File: config.mk
export PLATFORM = sky130hd
export DESIGN_NAME = fp_div_seq_flat
export DESIGN_NICKNAME = d
export VERILOG_FILES = /design/src/rtl/fp_div_seq_if.sv /design/src/rtl/fp_div_seq.sv /design/src/flat_wrapper.sv
export SDC_FILE = /design/constraint.sdc
export NUM_CORES = 1
export LEC_CHECK = 0
export CAP_MARGIN = 15
export CORE_ASPECT_RATIO = 0.75
export CORE_MARGIN = 8
export CORE_UTILIZATION = 60
export DETAILED_ROUTE_END_ITERATION = 16
export GPL_ROUTABILITY_DRIVEN = 0
export PLACE_DENSITY_LB_ADDON = 0.2
export RECOVER_POWER = 50
export SLEW_MARGIN = 25
export SYNTH_ARGS = -nofsm -noshare
export SYNTH_HDL_FRONTEND = slang
export SYNTH_SLANG_ARGS = --single-unit
File: constraint.sdc
create_clock -name clk -period 4.75 [get_ports clk]
set_clock_uncertainty 0.05 [all_clocks]
set_input_delay 0.7125 -clock clk [delete_from_list [all_inputs] [get_ports clk]]
set_output_delay 0.7125 -clock clk [all_outputs]
set_load 0.01 [all_outputs]
File: src/rtl/fp_div_seq_if.sv
// Operand/result handshake bundle between FP issue, the sequential divider and writeback.
interface fp_div_seq_if;
    logic        in_valid;
    logic        in_ready;
    logic [31:0] flp_a;
    logic [31:0] flp_b;
    logic        out_valid;
    logic        out_ready;
    logic [31:0] result;
    logic        flag_invalid;
    logic        flag_div_zero;
    logic        flag_overflow;
    logic        flag_underflow;
    logic        busy;

    modport master (
        output in_valid, flp_a, flp_b, out_ready,
        input  in_ready, out_valid, result, flag_invalid, flag_div_zero,
               flag_overflow, flag_underflow, busy
    );

    modport slave (
        input  in_valid, flp_a, flp_b, out_ready,
        output in_ready, out_valid, result, flag_invalid, flag_div_zero,
               flag_overflow, flag_underflow, busy
    );
endinterface

File: src/rtl/fp_div_seq.sv
// Multi-cycle IEEE 754 single-precision divider: 1-cycle special resolution, otherwise a
// restoring divider (one quotient bit per cycle) followed by normalize and round-to-nearest-even.
module fp_div_seq #(
    parameter int QBITS = 26
) (
    input  logic        clk,
    input  logic        rst_n,
    fp_div_seq_if.slave dbus
);
    localparam int            CW       = $clog2(QBITS);
    localparam logic [CW-1:0] CNT_LOAD = CW'(QBITS - 1);
    localparam logic [CW-1:0] CNT_ZERO = {CW{1'b0}};

    typedef enum logic [2:0] {
        S_IDLE  = 3'd0,
        S_DIV   = 3'd1,
        S_NORM  = 3'd2,
        S_ROUND = 3'd3,
        S_DONE  = 3'd4
    } state_e;

    typedef struct packed {
        logic        sign;
        logic [7:0]  exp;
        logic [22:0] sig;
        logic        is_zero;
        logic        is_inf;
        logic        is_nan;
    } fp_fields_t;

    // Field split and class decode; subnormals are deliberately classed as zero.
    function automatic fp_fields_t unpack(input logic [31:0] f);
        fp_fields_t u;
        u.sign    = f[31];
        u.exp     = f[30:23];
        u.sig     = f[22:0];
        u.is_zero = (f[30:23] == 8'd0);
        u.is_inf  = (f[30:23] == 8'hFF) && (f[22:0] == 23'd0);
        u.is_nan  = (f[30:23] == 8'hFF) && (f[22:0] != 23'd0);
        return u;
    endfunction

    state_e            state_q, state_d;
    logic [CW-1:0]     cnt_q, cnt_d;
    logic [24:0]       rem_q, rem_d;
    logic [23:0]       divisor_q, divisor_d;
    logic [QBITS-1:0]  quo_q, quo_d;
    logic signed [9:0] exp_q, exp_d;
    logic              sign_q, sign_d;
    logic [23:0]       mant_q, mant_d;
    logic              guard_q, guard_d;
    logic              sticky_q, sticky_d;
    logic [31:0]       result_q, result_d;
    logic              inv_q, inv_d;
    logic              dz_q, dz_d;
    logic              ovf_q, ovf_d;
    logic              unf_q, unf_d;
    logic              out_valid_q, out_valid_d;

    fp_fields_t        ua_s, ub_s;
    logic              accept_s;
    logic              invalid_s;
    logic              special_s;
    logic [24:0]       trial_s;
    logic              qbit_s;
    logic              round_up_s;
    logic [24:0]       mant_inc_s;
    logic [23:0]       mant_rnd_s;
    logic signed [9:0] exp_rnd_s;

    // Operand classification and accept qualification.
    always_comb begin
        ua_s      = unpack(dbus.flp_a);
        ub_s      = unpack(dbus.flp_b);
        accept_s  = dbus.in_valid && (state_q == S_IDLE);
        invalid_s = ua_s.is_nan || ub_s.is_nan
                 || (ua_s.is_zero && ub_s.is_zero)
                 || (ua_s.is_inf && ub_s.is_inf);
        special_s = invalid_s || ua_s.is_inf || ua_s.is_zero
                 || ub_s.is_zero || ub_s.is_inf;
    end

    // Restoring trial subtraction and RNE increment; a carry-out renormalizes to 1.0.
    always_comb begin
        trial_s    = rem_q - {1'b0, divisor_q};
        qbit_s     = ~trial_s[24];
        round_up_s = guard_q && (sticky_q || mant_q[0]);
        mant_inc_s = {1'b0, mant_q} + 25'd1;
        if (!round_up_s) begin
            mant_rnd_s = mant_q;
            exp_rnd_s  = exp_q;
        end else if (mant_inc_s[24]) begin
            mant_rnd_s = 24'h800000;
            exp_rnd_s  = exp_q + 10'sd1;
        end else begin
            mant_rnd_s = mant_inc_s[23:0];
            exp_rnd_s  = exp_q;
        end
    end

    // State register.
    always_ff @(posedge clk) begin
        if (!rst_n) begin
            state_q <= S_IDLE;
        end else begin
            state_q <= state_d;
        end
    end

    // Next-state logic.
    always_comb begin
        state_d = state_q;
        case (state_q)
            S_IDLE: begin
                if (accept_s) begin
                    state_d = special_s ? S_DONE : S_DIV;
                end else begin
                    state_d = S_IDLE;
                end
            end
            S_DIV:   state_d = (cnt_q == CNT_ZERO) ? S_NORM : S_DIV;
            S_NORM:  state_d = S_ROUND;
            S_ROUND: state_d = S_DONE;
            S_DONE: begin
                if (dbus.out_ready) begin
                    state_d = S_IDLE;
                end else begin
                    state_d = S_DONE;
                end
            end
            default: state_d = S_IDLE;
        endcase
    end

    // Datapath and registered-output next values per state.
    always_comb begin
        cnt_d       = cnt_q;
        rem_d       = rem_q;
        divisor_d   = divisor_q;
        quo_d       = quo_q;
        exp_d       = exp_q;
        sign_d      = sign_q;
        mant_d      = mant_q;
        guard_d     = guard_q;
        sticky_d    = sticky_q;
        result_d    = result_q;
        inv_d       = inv_q;
        dz_d        = dz_q;
        ovf_d       = ovf_q;
        unf_d       = unf_q;
        out_valid_d = out_valid_q;
        case (state_q)
            S_IDLE: begin
                if (accept_s) begin
                    sign_d = ua_s.sign ^ ub_s.sign;
                    inv_d  = 1'b0;
                    dz_d   = 1'b0;
                    ovf_d  = 1'b0;
                    unf_d  = 1'b0;
                    if (invalid_s) begin
                        result_d    = 32'h7FC00000;
                        inv_d       = 1'b1;
                        out_valid_d = 1'b1;
                    end else if (ua_s.is_inf) begin
                        result_d    = {ua_s.sign ^ ub_s.sign, 8'hFF, 23'd0};
                        out_valid_d = 1'b1;
                    end else if (ub_s.is_zero) begin
                        result_d    = {ua_s.sign ^ ub_s.sign, 8'hFF, 23'd0};
                        dz_d        = 1'b1;
                        out_valid_d = 1'b1;
                    end else if (special_s) begin
                        result_d    = {ua_s.sign ^ ub_s.sign, 31'd0};
                        out_valid_d = 1'b1;
                    end else begin
                        rem_d     = {2'b01, ua_s.sig};
                        divisor_d = {1'b1, ub_s.sig};
                        quo_d     = {QBITS{1'b0}};
                        cnt_d     = CNT_LOAD;
                        exp_d     = $signed({2'b00, ua_s.exp} - {2'b00, ub_s.exp} + 10'd127);
                    end
                end else begin
                    out_valid_d = 1'b0;
                end
            end
            S_DIV: begin
                rem_d = qbit_s ? {trial_s[23:0], 1'b0} : {rem_q[23:0], 1'b0};
                quo_d = {quo_q[QBITS-2:0], qbit_s};
                cnt_d = (cnt_q == CNT_ZERO) ? CNT_ZERO : cnt_q - {{(CW-1){1'b0}}, 1'b1};
            end
            S_NORM: begin
                if (quo_q[QBITS-1]) begin
                    mant_d   = quo_q[QBITS-1 -: 24];
                    guard_d  = quo_q[1];
                    sticky_d = quo_q[0] || (rem_q != 25'd0);
                end else begin
                    mant_d   = quo_q[QBITS-2 -: 24];
                    guard_d  = quo_q[0];
                    sticky_d = (rem_q != 25'd0);
                    exp_d    = exp_q - 10'sd1;
                end
            end
            S_ROUND: begin
                out_valid_d = 1'b1;
                if (exp_rnd_s >= 10'sd255) begin
                    result_d = {sign_q, 8'hFF, 23'd0};
                    ovf_d    = 1'b1;
                end else if (exp_rnd_s <= 10'sd0) begin
                    result_d = {sign_q, 31'd0};
                    unf_d    = 1'b1;
                end else begin
                    result_d = {sign_q, exp_rnd_s[7:0], mant_rnd_s[22:0]};
                end
            end
            S_DONE: begin
                if (dbus.out_ready) begin
                    out_valid_d = 1'b0;
                    inv_d       = 1'b0;
                    dz_d        = 1'b0;
                    ovf_d       = 1'b0;
                    unf_d       = 1'b0;
                end else begin
                    out_valid_d = 1'b1;
                end
            end
            default: begin
                out_valid_d = 1'b0;
            end
        endcase
    end

    // Datapath and output registers; reset discards any in-flight operation.
    always_ff @(posedge clk) begin
        if (!rst_n) begin
            cnt_q       <= CNT_ZERO;
            rem_q       <= 25'd0;
            divisor_q   <= 24'd0;
            quo_q       <= {QBITS{1'b0}};
            exp_q       <= 10'sd0;
            sign_q      <= 1'b0;
            mant_q      <= 24'd0;
            guard_q     <= 1'b0;
            sticky_q    <= 1'b0;
            result_q    <= 32'd0;
            inv_q       <= 1'b0;
            dz_q        <= 1'b0;
            ovf_q       <= 1'b0;
            unf_q       <= 1'b0;
            out_valid_q <= 1'b0;
        end else begin
            cnt_q       <= cnt_d;
            rem_q       <= rem_d;
            divisor_q   <= divisor_d;
            quo_q       <= quo_d;
            exp_q       <= exp_d;
            sign_q      <= sign_d;
            mant_q      <= mant_d;
            guard_q     <= guard_d;
            sticky_q    <= sticky_d;
            result_q    <= result_d;
            inv_q       <= inv_d;
            dz_q        <= dz_d;
            ovf_q       <= ovf_d;
            unf_q       <= unf_d;
            out_valid_q <= out_valid_d;
        end
    end

    assign dbus.in_ready       = (state_q == S_IDLE);
    assign dbus.busy           = (state_q != S_IDLE);
    assign dbus.out_valid      = out_valid_q;
    assign dbus.result         = result_q;
    assign dbus.flag_invalid   = inv_q;
    assign dbus.flag_div_zero  = dz_q;
    assign dbus.flag_overflow  = ovf_q;
    assign dbus.flag_underflow = unf_q;

endmodule

File: src/flat_wrapper.sv
// flat-port wrapper written by rule: the top's interface ports become plain ports
module fp_div_seq_flat 
#(
    parameter int QBITS = 26
)
  (clk, rst_n, dbus_in_valid, dbus_flp_a, dbus_flp_b, dbus_out_ready, dbus_in_ready, dbus_out_valid, dbus_result, dbus_flag_invalid, dbus_flag_div_zero, dbus_flag_overflow, dbus_flag_underflow, dbus_busy);
  fp_div_seq_if dbus_i ();
  input  logic clk;
  input  logic rst_n;
  input wire logic [$bits(dbus_i.in_valid)-1:0] dbus_in_valid;
  input wire logic [$bits(dbus_i.flp_a)-1:0] dbus_flp_a;
  input wire logic [$bits(dbus_i.flp_b)-1:0] dbus_flp_b;
  input wire logic [$bits(dbus_i.out_ready)-1:0] dbus_out_ready;
  output wire logic [$bits(dbus_i.in_ready)-1:0] dbus_in_ready;
  output wire logic [$bits(dbus_i.out_valid)-1:0] dbus_out_valid;
  output wire logic [$bits(dbus_i.result)-1:0] dbus_result;
  output wire logic [$bits(dbus_i.flag_invalid)-1:0] dbus_flag_invalid;
  output wire logic [$bits(dbus_i.flag_div_zero)-1:0] dbus_flag_div_zero;
  output wire logic [$bits(dbus_i.flag_overflow)-1:0] dbus_flag_overflow;
  output wire logic [$bits(dbus_i.flag_underflow)-1:0] dbus_flag_underflow;
  output wire logic [$bits(dbus_i.busy)-1:0] dbus_busy;
  assign dbus_i.in_valid = dbus_in_valid;
  assign dbus_i.flp_a = dbus_flp_a;
  assign dbus_i.flp_b = dbus_flp_b;
  assign dbus_i.out_ready = dbus_out_ready;
  assign dbus_in_ready = dbus_i.in_ready;
  assign dbus_out_valid = dbus_i.out_valid;
  assign dbus_result = dbus_i.result;
  assign dbus_flag_invalid = dbus_i.flag_invalid;
  assign dbus_flag_div_zero = dbus_i.flag_div_zero;
  assign dbus_flag_overflow = dbus_i.flag_overflow;
  assign dbus_flag_underflow = dbus_i.flag_underflow;
  assign dbus_busy = dbus_i.busy;
  fp_div_seq #(.QBITS(QBITS)) u_core (.clk(clk), .rst_n(rst_n), .dbus(dbus_i));
endmodule
==> impl_metrics.env <==
export IMPL_path_class="in2reg"
export IMPL_track_usage=0.266
export IMPL_antenna_left=0
export IMPL_worst_slack_ps=677
export IMPL_nets=1359
export IMPL_clockBufferDepth=2
export IMPL_ys_flop_type="dfxtp_1"
export IMPL_tns_ps=0
export IMPL_synth_top_area_cell="dfxtp_1"
export IMPL_arrival_ps=4350
export IMPL_via_per_inst=6.19
export IMPL_synth_common_cells="160 x nand2_1, 157 x dfxtp_1, 103 x a21oi_1"
export IMPL_postCtsResizedCells=0
export IMPL_peakVddDrop_v=0.000371
export IMPL_synth_top_area_share=0.337
export IMPL_r2r_start="u_core.state_q[0]"
export IMPL_cts_reportedPaths_clkPinSlew_ps=70
export IMPL_netlist_cell_type_count=72
export IMPL_worst_setup_path_start_kind="primary input"
export IMPL_failed_checks="max-capacitance violations, max-slew violations"
export IMPL_post_drt_wl_per_cell_um=18.0
export IMPL_synthesis_area_um2=9320
export IMPL_cts_setup_buffers=0
export IMPL_vias=9104
export IMPL_numCtsBuffers=17
export IMPL_async_flop_share=0
export IMPL_reg2reg_depth=7
export IMPL_io_pins=107
export IMPL_critPathCaptureType="register"
export IMPL_io_buffer_count=106
export IMPL_p_int_mw=3.13
export IMPL_htree_levels=4
export IMPL_yosysMostFrequentCell="nand2_1"
export IMPL_rsz0062_at_grt="no"
export IMPL_hold_start="u_core.dbus.result[9]"
export IMPL_synth_area_top_cells="dfxtp_1 34%, nand2_1 6.4%, a21oi_1 5.5%"
export IMPL_rows=39
export IMPL_n_antenna_cell=0
export IMPL_slew_violations=98
export IMPL_pwr_share_clk=0.241
export IMPL_ys_ff_latch=157
export IMPL_grt_start_max_net_pins=60
export IMPL_finalCritPeriodShare=0.857
export IMPL_synthToLayoutAreaGrowth_pct=17.7
export IMPL_cap_violations=2
export IMPL_p_sw_mw=2.16
export IMPL_reg2reg_to="u_core.exp_q[7]"
export IMPL_holdCritPathClass="reg2reg"
export IMPL_yosysSeqAreaShare=0.337
export IMPL_finalHoldViolCount=0
export IMPL_hpwl_um=18900
export IMPL_min_period_ps=4070
export IMPL_drc_errors=0
export IMPL_clock_sinks=157
export IMPL_cp_startpoint="rst_n"
export IMPL_worst_skew_pair_late_latency_ps=440
export IMPL_sw_frac_of_total=0.409
export IMPL_p_comb_frac=0.445
export IMPL_syn_area_per_cell_um2=7.89
export IMPL_die_y_um=124
export IMPL_antenna_found_initial=0
export IMPL_hold_buffers=0
export IMPL_r2r_setup_slack_ps=930
export IMPL_grt_ovfl_total=0
export IMPL_routed_wl_um=26500
export IMPL_cp_required_ps=5030
export IMPL_status="finished, violations left"
export IMPL_worstMarginPinSlew_ps=2300
export IMPL_critPathMaxFanout=59
export IMPL_drive_above_1_share=0.0601
export IMPL_yosysWarnings=0
export IMPL_die_x_um=160
export IMPL_fmax_ghz=0.246
export IMPL_synth_edff_count=0
export IMPL_whs_ps=397
export IMPL_instances_no_fill=1470
export IMPL_root_buffer="clkbuf_16"
export IMPL_pre_cts_ws_ps=667
export IMPL_relSlewSlack=-0.540
export IMPL_drt_initial_drc_count=1001
export IMPL_cts_tree="yes"
export IMPL_die_area_um2=19800
export IMPL_synth_fp_nets=1289
export IMPL_setup_viol=0
export IMPL_syn_inst=1182
export IMPL_initial_core_util=0.612
export IMPL_placedCellCount=1438
export IMPL_grt_pass1_vias=8409
export IMPL_seq_power_share=0.314
export IMPL_cellPowerDensity_nw_per_um2=482
export IMPL_dr_pass1_iters=5
export IMPL_p_leak_nw=4.09
export IMPL_core_um2=15200
export IMPL_grt_first_pass_wirelength_um=43300
export IMPL_setup_worst_path_end="u_core.mant_q[6]"
## cells by family (layout without fill, tap and decap cells)
| family | Yosys count | in the layout | synth area share |
|---|---|---|---|
| xor gates and xnor gates | 60 | 60 | 0.0572 |
| and+or+nand+nor | 432 | 432 | 0.223 |
| AOI/OAI and AO/OA | 330 | 330 | 0.230 |
| adders and majority gates | 39 | 39 | 0.0540 |
| DFF | 157 | 157 | 0.337 |
| muxes | 41 | 41 | 0.0442 |
| buffers and inverters | 123 | 206 | 0.0548 |
## flip-flops by register name, indices dropped and copies added, names as in the netlist, 3 cells and up
name	flops
u_core.cnt_q	5
u_core.dbus.result	32
u_core.divisor_q	24
u_core.exp_q	10
u_core.mant_q	24
u_core.quo_q	26
u_core.rem_q	25
u_core.state_q	3
## worst min-delay path by stage
stage          slack, ps  cells after the start                     end
6_report             400                      2   u_core.dbus.result[9]
5_1_grt              420                      2  u_core.dbus.result[13]
4_1_cts              410                      2     u_core.divisor_q[2]
3_5_place_dp         390                      2   u_core.dbus.result[9]
3_3_place_gp         390                      2  u_core.dbus.result[11]
2_1_floorplan        390                      2    u_core.divisor_q[10]
## critical path: stages
cell and delay (ps):
dlygate4sd3_1 560, clkinvlp_2 1720, clkbuf_2 940, a211oi_1 360
## per-stage QoR
stage	cell area [um^2]	total power, mW	utilization
2_1_floorplan	9320	3.42	-
3_3_place_gp	10400	3.92	0.686
3_5_place_dp	10400	3.95	0.686
4_1_cts	11000	5.22	0.721
5_1_grt	11000	5.58	0.720
6_report	11000	5.29	0.720
## final cells by class
type                       instances  area [um^2]
clock buffer                      19          433
inverter                          54          204
timing repair buffer             120         1150
multi-input combinational        902         5680
clock inverter                    13          103
fill                            1204         4260
tap                              205          256
sequential                       157         3140
## per-layer routing
metal | share of wire | global-route usage | up-vias
li1 | - | - | 4396
met1 | 0.47 | 0.372 | 4228
met2 | 0.41 | 0.394 | 425
met3 | 0.092 | 0.0657 | 55
met4 | 0.024 | 0.0960 | 0
met5 | 0 | 0 | -
## placed cells by master (no fill, tap or decap), drive strengths merged, types with 16 or more instances in the layout
cell,netlist,final
a211oi,31,31
o21ai,77,77
xor2,28,28
nor3,22,22
a22oi,23,23
nor4,18,18
o22ai,16,16
mux2i,40,40
a21oi,103,103
nand3,51,51
inv,54,59
nor2,88,88
ha,37,37
nand4,20,20
dlygate4sd3,0,40
clkdlybuf4s50,0,66
dfxtp,157,157
nand2,160,160
xnor2,32,32
clkbuf,56,23
## power groups by stage
stage	sequential [mW]	combinational, mW	clock (mW)
floorplan	1.60	1.82	0
global placement	1.68	2.24	0
detailed placement	1.68	2.27	0
CTS	1.65	2.30	1.27
global route	1.68	2.57	1.33
finish	1.66	2.35	1.27
No activity file was read; power rests on OpenSTA's default activity.
